==> src/rtl/bus_timer.sv <==
`default_nettype none
// ============================================================================
// Module      : bus_timer
// Description : Bus-target timer: 32-bit up-counter with 8-bit prescaler,
//               compare register, sticky match flag and level interrupt.
// Revision    : 1.0 - initial release
// ============================================================================
module bus_timer #(
    parameter logic [31:0] COMPARE_RST = 32'hFFFF_FFFF
) (
    input  logic        clk,
    input  logic        rst_n,
    input  logic        bSel,
    input  logic [31:0] bAddr,
    input  logic [31:0] bWData,
    input  logic        bWrite,
    input  logic [1:0]  mem_size,
    output logic [31:0] bRData,
    output logic        irq
);

    localparam logic [1:0] c_REG_CTRL    = 2'd0;
    localparam logic [1:0] c_REG_COUNT   = 2'd1;
    localparam logic [1:0] c_REG_COMPARE = 2'd2;
    localparam logic [1:0] c_REG_STATUS  = 2'd3;

    logic        r_en;
    logic        r_autoreload;
    logic        r_ie;
    logic [7:0]  r_presc;
    logic [7:0]  r_pcnt;
    logic [31:0] r_count;
    logic [31:0] r_compare;
    logic        r_match;

    logic        w_wr;
    logic [3:0]  w_be;
    logic        w_wr_ctrl;
    logic        w_wr_count;
    logic        w_wr_compare;
    logic        w_wr_status;
    logic        w_tick;
    logic        w_hit;
    logic [31:0] w_rdata;
    logic        w_unused_addr;

    assign w_unused_addr = ^bAddr[31:4];

    function automatic logic [31:0] merge_lanes(
        input logic [31:0] old_val,
        input logic [31:0] new_val,
        input logic [3:0]  be
    );
        logic [31:0] res;
        for (int k = 0; k < 4; k++) begin
            res[k*8 +: 8] = be[k] ? new_val[k*8 +: 8] : old_val[k*8 +: 8];
        end
        return res;
    endfunction

    assign w_wr = bSel & bWrite;

    // Halfword writes align to bAddr[1]; bAddr[0] is ignored for them.
    always_comb begin
        w_be = 4'b0000;
        if (w_wr) begin
            case (mem_size)
                2'b00:   w_be = 4'b0001 << bAddr[1:0];
                2'b01:   w_be = bAddr[1] ? 4'b1100 : 4'b0011;
                default: w_be = 4'b1111;
            endcase
        end
    end

    assign w_wr_ctrl    = w_wr & (bAddr[3:2] == c_REG_CTRL);
    assign w_wr_count   = w_wr & (bAddr[3:2] == c_REG_COUNT);
    assign w_wr_compare = w_wr & (bAddr[3:2] == c_REG_COMPARE);
    assign w_wr_status  = w_wr & (bAddr[3:2] == c_REG_STATUS);

    assign w_tick = r_en & (r_pcnt == r_presc);
    assign w_hit  = w_tick & (r_count == r_compare);

    always_ff @(posedge clk) begin
        if (!rst_n) begin
            r_pcnt <= 8'h00;
        end else if (w_wr_ctrl || !r_en || w_tick) begin
            r_pcnt <= 8'h00;
        end else begin
            r_pcnt <= r_pcnt + 8'h01;
        end
    end

    // A bus write to COUNT takes precedence over the tick update.
    always_ff @(posedge clk) begin
        if (!rst_n) begin
            r_count <= 32'h0;
        end else if (w_wr_count) begin
            r_count <= merge_lanes(r_count, bWData, w_be);
        end else if (w_tick) begin
            if (!w_hit) begin
                r_count <= r_count + 32'h1;
            end else if (r_autoreload) begin
                r_count <= 32'h0;
            end
        end
    end

    always_ff @(posedge clk) begin
        if (!rst_n) begin
            r_compare <= COMPARE_RST;
        end else if (w_wr_compare) begin
            r_compare <= merge_lanes(r_compare, bWData, w_be);
        end
    end

    // Software writing the low CTRL byte beats the one-shot enable clear.
    always_ff @(posedge clk) begin
        if (!rst_n) begin
            r_en         <= 1'b0;
            r_autoreload <= 1'b0;
            r_ie         <= 1'b0;
            r_presc      <= 8'h00;
        end else begin
            if (w_wr_ctrl && w_be[0]) begin
                r_en         <= bWData[0];
                r_autoreload <= bWData[1];
                r_ie         <= bWData[2];
            end else if (w_hit && !r_autoreload) begin
                r_en <= 1'b0;
            end
            if (w_wr_ctrl && w_be[1]) begin
                r_presc <= bWData[15:8];
            end
        end
    end

    always_ff @(posedge clk) begin
        if (!rst_n) begin
            r_match <= 1'b0;
        end else if (w_hit) begin
            r_match <= 1'b1;
        end else if (w_wr_status && w_be[0] && bWData[0]) begin
            r_match <= 1'b0;
        end
    end

    always_comb begin
        w_rdata = 32'h0;
        if (bSel && !bWrite) begin
            case (bAddr[3:2])
                c_REG_CTRL:    w_rdata = {16'h0, r_presc, 5'h0, r_ie, r_autoreload, r_en};
                c_REG_COUNT:   w_rdata = r_count;
                c_REG_COMPARE: w_rdata = r_compare;
                c_REG_STATUS:  w_rdata = {31'h0, r_match};
                default:       w_rdata = 32'h0;
            endcase
        end
    end

    assign bRData = w_rdata;
    assign irq    = r_match & r_ie;

endmodule
`default_nettype wire

==> config.mk <==
export PLATFORM = sky130hd
export DESIGN_NAME = bus_timer
export DESIGN_NICKNAME = d
export VERILOG_FILES = /design/src/rtl/bus_timer.sv
export SDC_FILE = /design/constraint.sdc
export NUM_CORES = 1
export LEC_CHECK = 0
export CAP_MARGIN = 30
export CORE_MARGIN = 2
export CORE_UTILIZATION = 40
export CTS_CLUSTER_SIZE = 40
export DETAILED_ROUTE_END_ITERATION = 6
export PLACE_DENSITY_LB_ADDON = 0.1
export SYNTH_ARGS = -nofsm -noshare
export SYNTH_HDL_FRONTEND = slang
export SYNTH_SLANG_ARGS = --single-unit
==> constraint.sdc <==
create_clock -name clk -period 3.5 [get_ports clk]
set_clock_uncertainty 0.2 [all_clocks]
set_input_delay 0.7 -clock clk [delete_from_list [all_inputs] [get_ports clk]]
set_output_delay 0.7 -clock clk [all_outputs]
set_load 0.03 [all_outputs]
==> flow_summary_export.csv <==
group,metric,value,unit
global_routing,grt_pass1_wl,25100,um
cts,clk_path_buf_depth,2,
global_routing,met1_usage,30.0,%
sta,slew_headroom,56.8,%
worst_setup_path,crit_fanout,2,
hold_path,min-delay-start,"r_pcnt[0]",
placement,gp_congestion,0.801,
power,p_comb_share,12.3,%
cts,root_buffer,"clkbuf_16",
global_routing,grt_max_degree,51,
placement,pre_cts_ws,0.0869,ns
sta,worstMarginPinSlew,0.646,ns
worst_setup_path,critPathLaunch,"bAddr[2]",
sta,period_share,96.4,%
logic_synthesis,synth_cell_type_count,69,
floorplanning,rows,41,
cts,cts_tree,"done",
cts,numCtsBuffers,9,
cts,clk_pin_slew,0.06,ns
cts,cts_setup_buffers,0,
worst_setup_path,reg2reg_slack,0.54,ns
worst_setup_path,worstReg2RegStart,"r_count[14]",
final_layout,final_cell_mix,"nor2_1 (84), nand2_1 (84), dfxtp_1 (84)",
placement,placed_cell_area,6020,um^2
logic_synthesis,syn-num-nets,711,
hold_path,worst_hold_path_type,"reg -> reg",
floorplanning,start_util,41.0,%
power,internal-power,0.00163,W
worst_setup_path,path_class,"in -> out",
sta,period_minus_slack,3.37,ns
power,clock_power_share,42.7,%
cts,cts_resized,0,
worst_setup_path,path_delay_family,"buffers and inverters",
drt,wl,15700,um
final_layout,stdcell_count,872,
floorplanning,io_pins,103,
global_routing,met2_usage,37.4,%
placement,portBuffers,74,
logic_synthesis,synth-compound-area-share,18.1,%
worst_setup_path,crit_slowest_cell,"clkdlybuf4s50_1",
logic_synthesis,synth_xor_area_share,9.59,%
job,maxCapViolations,0,
logic_synthesis,yosys.area_share.simple,24.7,%
logic_synthesis,synth_top_family_by_area,"simple AND/OR/NAND/NOR gates",
power,switching_power,0.000565,W
drt,via_per_inst,5.56,
logic_synthesis,ys_async_sr_fraction,0,%
sta,finalWorstSetupSlack,0.127,ns
power,seq_power_share,45.0,%
power,p_leak,2.46,nW
global_routing,grt_usage,22.9,%
worst_setup_path,worstSetupStartpointType,"input port",
logic_synthesis,yosys_warnings,0,
final_layout,drive_above_1_share,13.3,%
status,status,"finished, final reports clean",
global_routing,top_usage_layer,"met2",
logic_synthesis,seq_area_frac_synth,32.4,%
final_layout,nFillCells,1233,
global_routing,grtUsageMet3,5.33,%
worst_setup_path,cp_common_cell,"clkdlybuf4s50_1",
drt,drtAntennaViolNets,0,
worst_setup_path,cp.arrival,2.47,ns
logic_synthesis,synth_ff_type,"dfxtp_1",
logic_synthesis,synth.area.mux_share,9.68,%
sta,timing.fmax,0.297,GHz
global_routing,grt_pass1_vias,4567,
floorplanning,die_w,118,um
logic_synthesis,syn_area_per_cell,8.13,um^2
sta,finalSetupViolCount,0,
logic_synthesis,netlist_area,5190,um^2
final_layout,nets,767,
placement,placedCellCount,856,
logic_synthesis,ys_ff_latch,84,
worst_setup_path,cp_num_buf_inv,2,
logic_synthesis,synthCells,639,
global_routing,grt_antenna_before_repair,0,
final_layout,postLayoutCellArea,6300,um^2
floorplanning,die-area,13900,um^2
cts,cts_hold_buf,0,
worst_setup_path,critical_path.cell_chain,"clkdlybuf4s50_1, mux4_2, nor2b_1, clkdlybuf4s50_1",
placement,hpwl,11200,um
worst_setup_path,critPathMaxStageDelay,0.60,ns
power,p_per_area,348,nW/um^2
sta,rsz0062_at_grt,"no",
sta,finalSetupTns,0,ns
global_routing,grt-ovfl-total,0,
cts,cts_sinks,84,
drt,drt-initial-drc-count,321,
power,power,0.00219,W
logic_synthesis,synth_enable_flop_cells,0,
sta,slew_viol_final,0,
power,sw_frac_of_total,25.8,%
cts,h-tree-depth,3,
drt,dr.pass1.iters,5,
worst_setup_path,cp-end-kind,"output port",
power,vdd_drop_max,291,uV
floorplanning,core_area,12700,um^2
cts,insertion_delay,0.36,ns
drt,post-route-drc-count,0,
final_layout,antennaDiodeCount,0,
final_layout,area.growth.synth_to_final,21.4,%
drt,num_vias,4852,
logic_synthesis,yosys.area_share.adder,0.482,%
sta,hold_viol_final,0,
drt,wl_per_cell,18.0,um
worst_setup_path,critPathRequiredTime,2.60,ns
floorplanning,dieHeight,118,um
-- metrics by stage --
step	utilization, %	hold slack (ns)
after CTS	49.8	0.287
after global routing	49.8	0.300
after floorplan	-	0.251
after detailed placement	47.5	0.275
final	49.8	0.283
after global placement	47.5	0.278
-- registers in the layout, indices dropped and copies added, names as in the netlist --
name / flops
r_presc: 8
r_match: 1
r_compare: 32
r_ie: 1
r_pcnt: 8
r_count: 32
r_autoreload: 1
r_en: 1
-- cell families after synthesis --
kind of cell | after synthesis
adders and majority gates | 2
muxes | 49
and+or+nand+nor | 261
AOI/OAI and AO/OA | 131
xor gates and xnor gates | 56
buffers and inverters | 56
DFF | 84
-- metal layers --
| metal | vias up | part of all wire [%] |
|---|---|---|
| li1 | 2382 | - |
| met1 | 2333 | 47 |
| met2 | 118 | 47 |
| met3 | 19 | 4.6 |
| met4 | 0 | 1.9 |
| met5 | - | 0 |
-- synth_stat cells (all sizes together), types with 7 or more instances --
library cell / number / area [um^2]
xnor2: 40 / 358
clkbuf: 25 / 97.6
inv: 7 / 26.3
nor2: 84 / 315
o22ai: 9 / 56.3
nor3: 16 / 101
nand3: 19 / 105
a22oi: 33 / 248
nand4: 20 / 138
a211oi: 8 / 60.1
nand2: 85 / 322
xor2: 16 / 140
mux2i: 48 / 480
dfxtp: 84 / 1680
buf: 24 / 140
a21oi: 37 / 189
-- power groups by stage --
stage / clock (W) / sequential, W / combinational, W
after floorplan: 0 / 0.00100 / 0.000152
after global placement: 0 / 0.00101 / 0.000267
after detailed placement: 0 / 0.00101 / 0.000269
after CTS: 0.000954 / 0.000986 / 0.000271
after global routing: 0.000995 / 0.000988 / 0.000290
final: 0.000935 / 0.000986 / 0.000270
-- area by class of cell --
class / instances / area (um^2) / area share (%)
clock buffers: 15 / 278 / 4.41
clock inverters: 1 / 5.00 / 0.0794
inverters: 7 / 26.3 / 0.417
multi-input cells: 499 / 3250 / 51.6
flip-flops and latches: 84 / 1680 / 26.7
well taps: 172 / 215 / 3.41
repair buffers: 94 / 846 / 13.4
-- worst paths after layout --
kind,endpoint,cells after the start
max,bRData[0],4
min,r_pcnt[0],1
max reg2reg,r_count[28],9
min reg2reg,r_pcnt[0],1
Note: power is estimated with default switching activity, not from simulation.
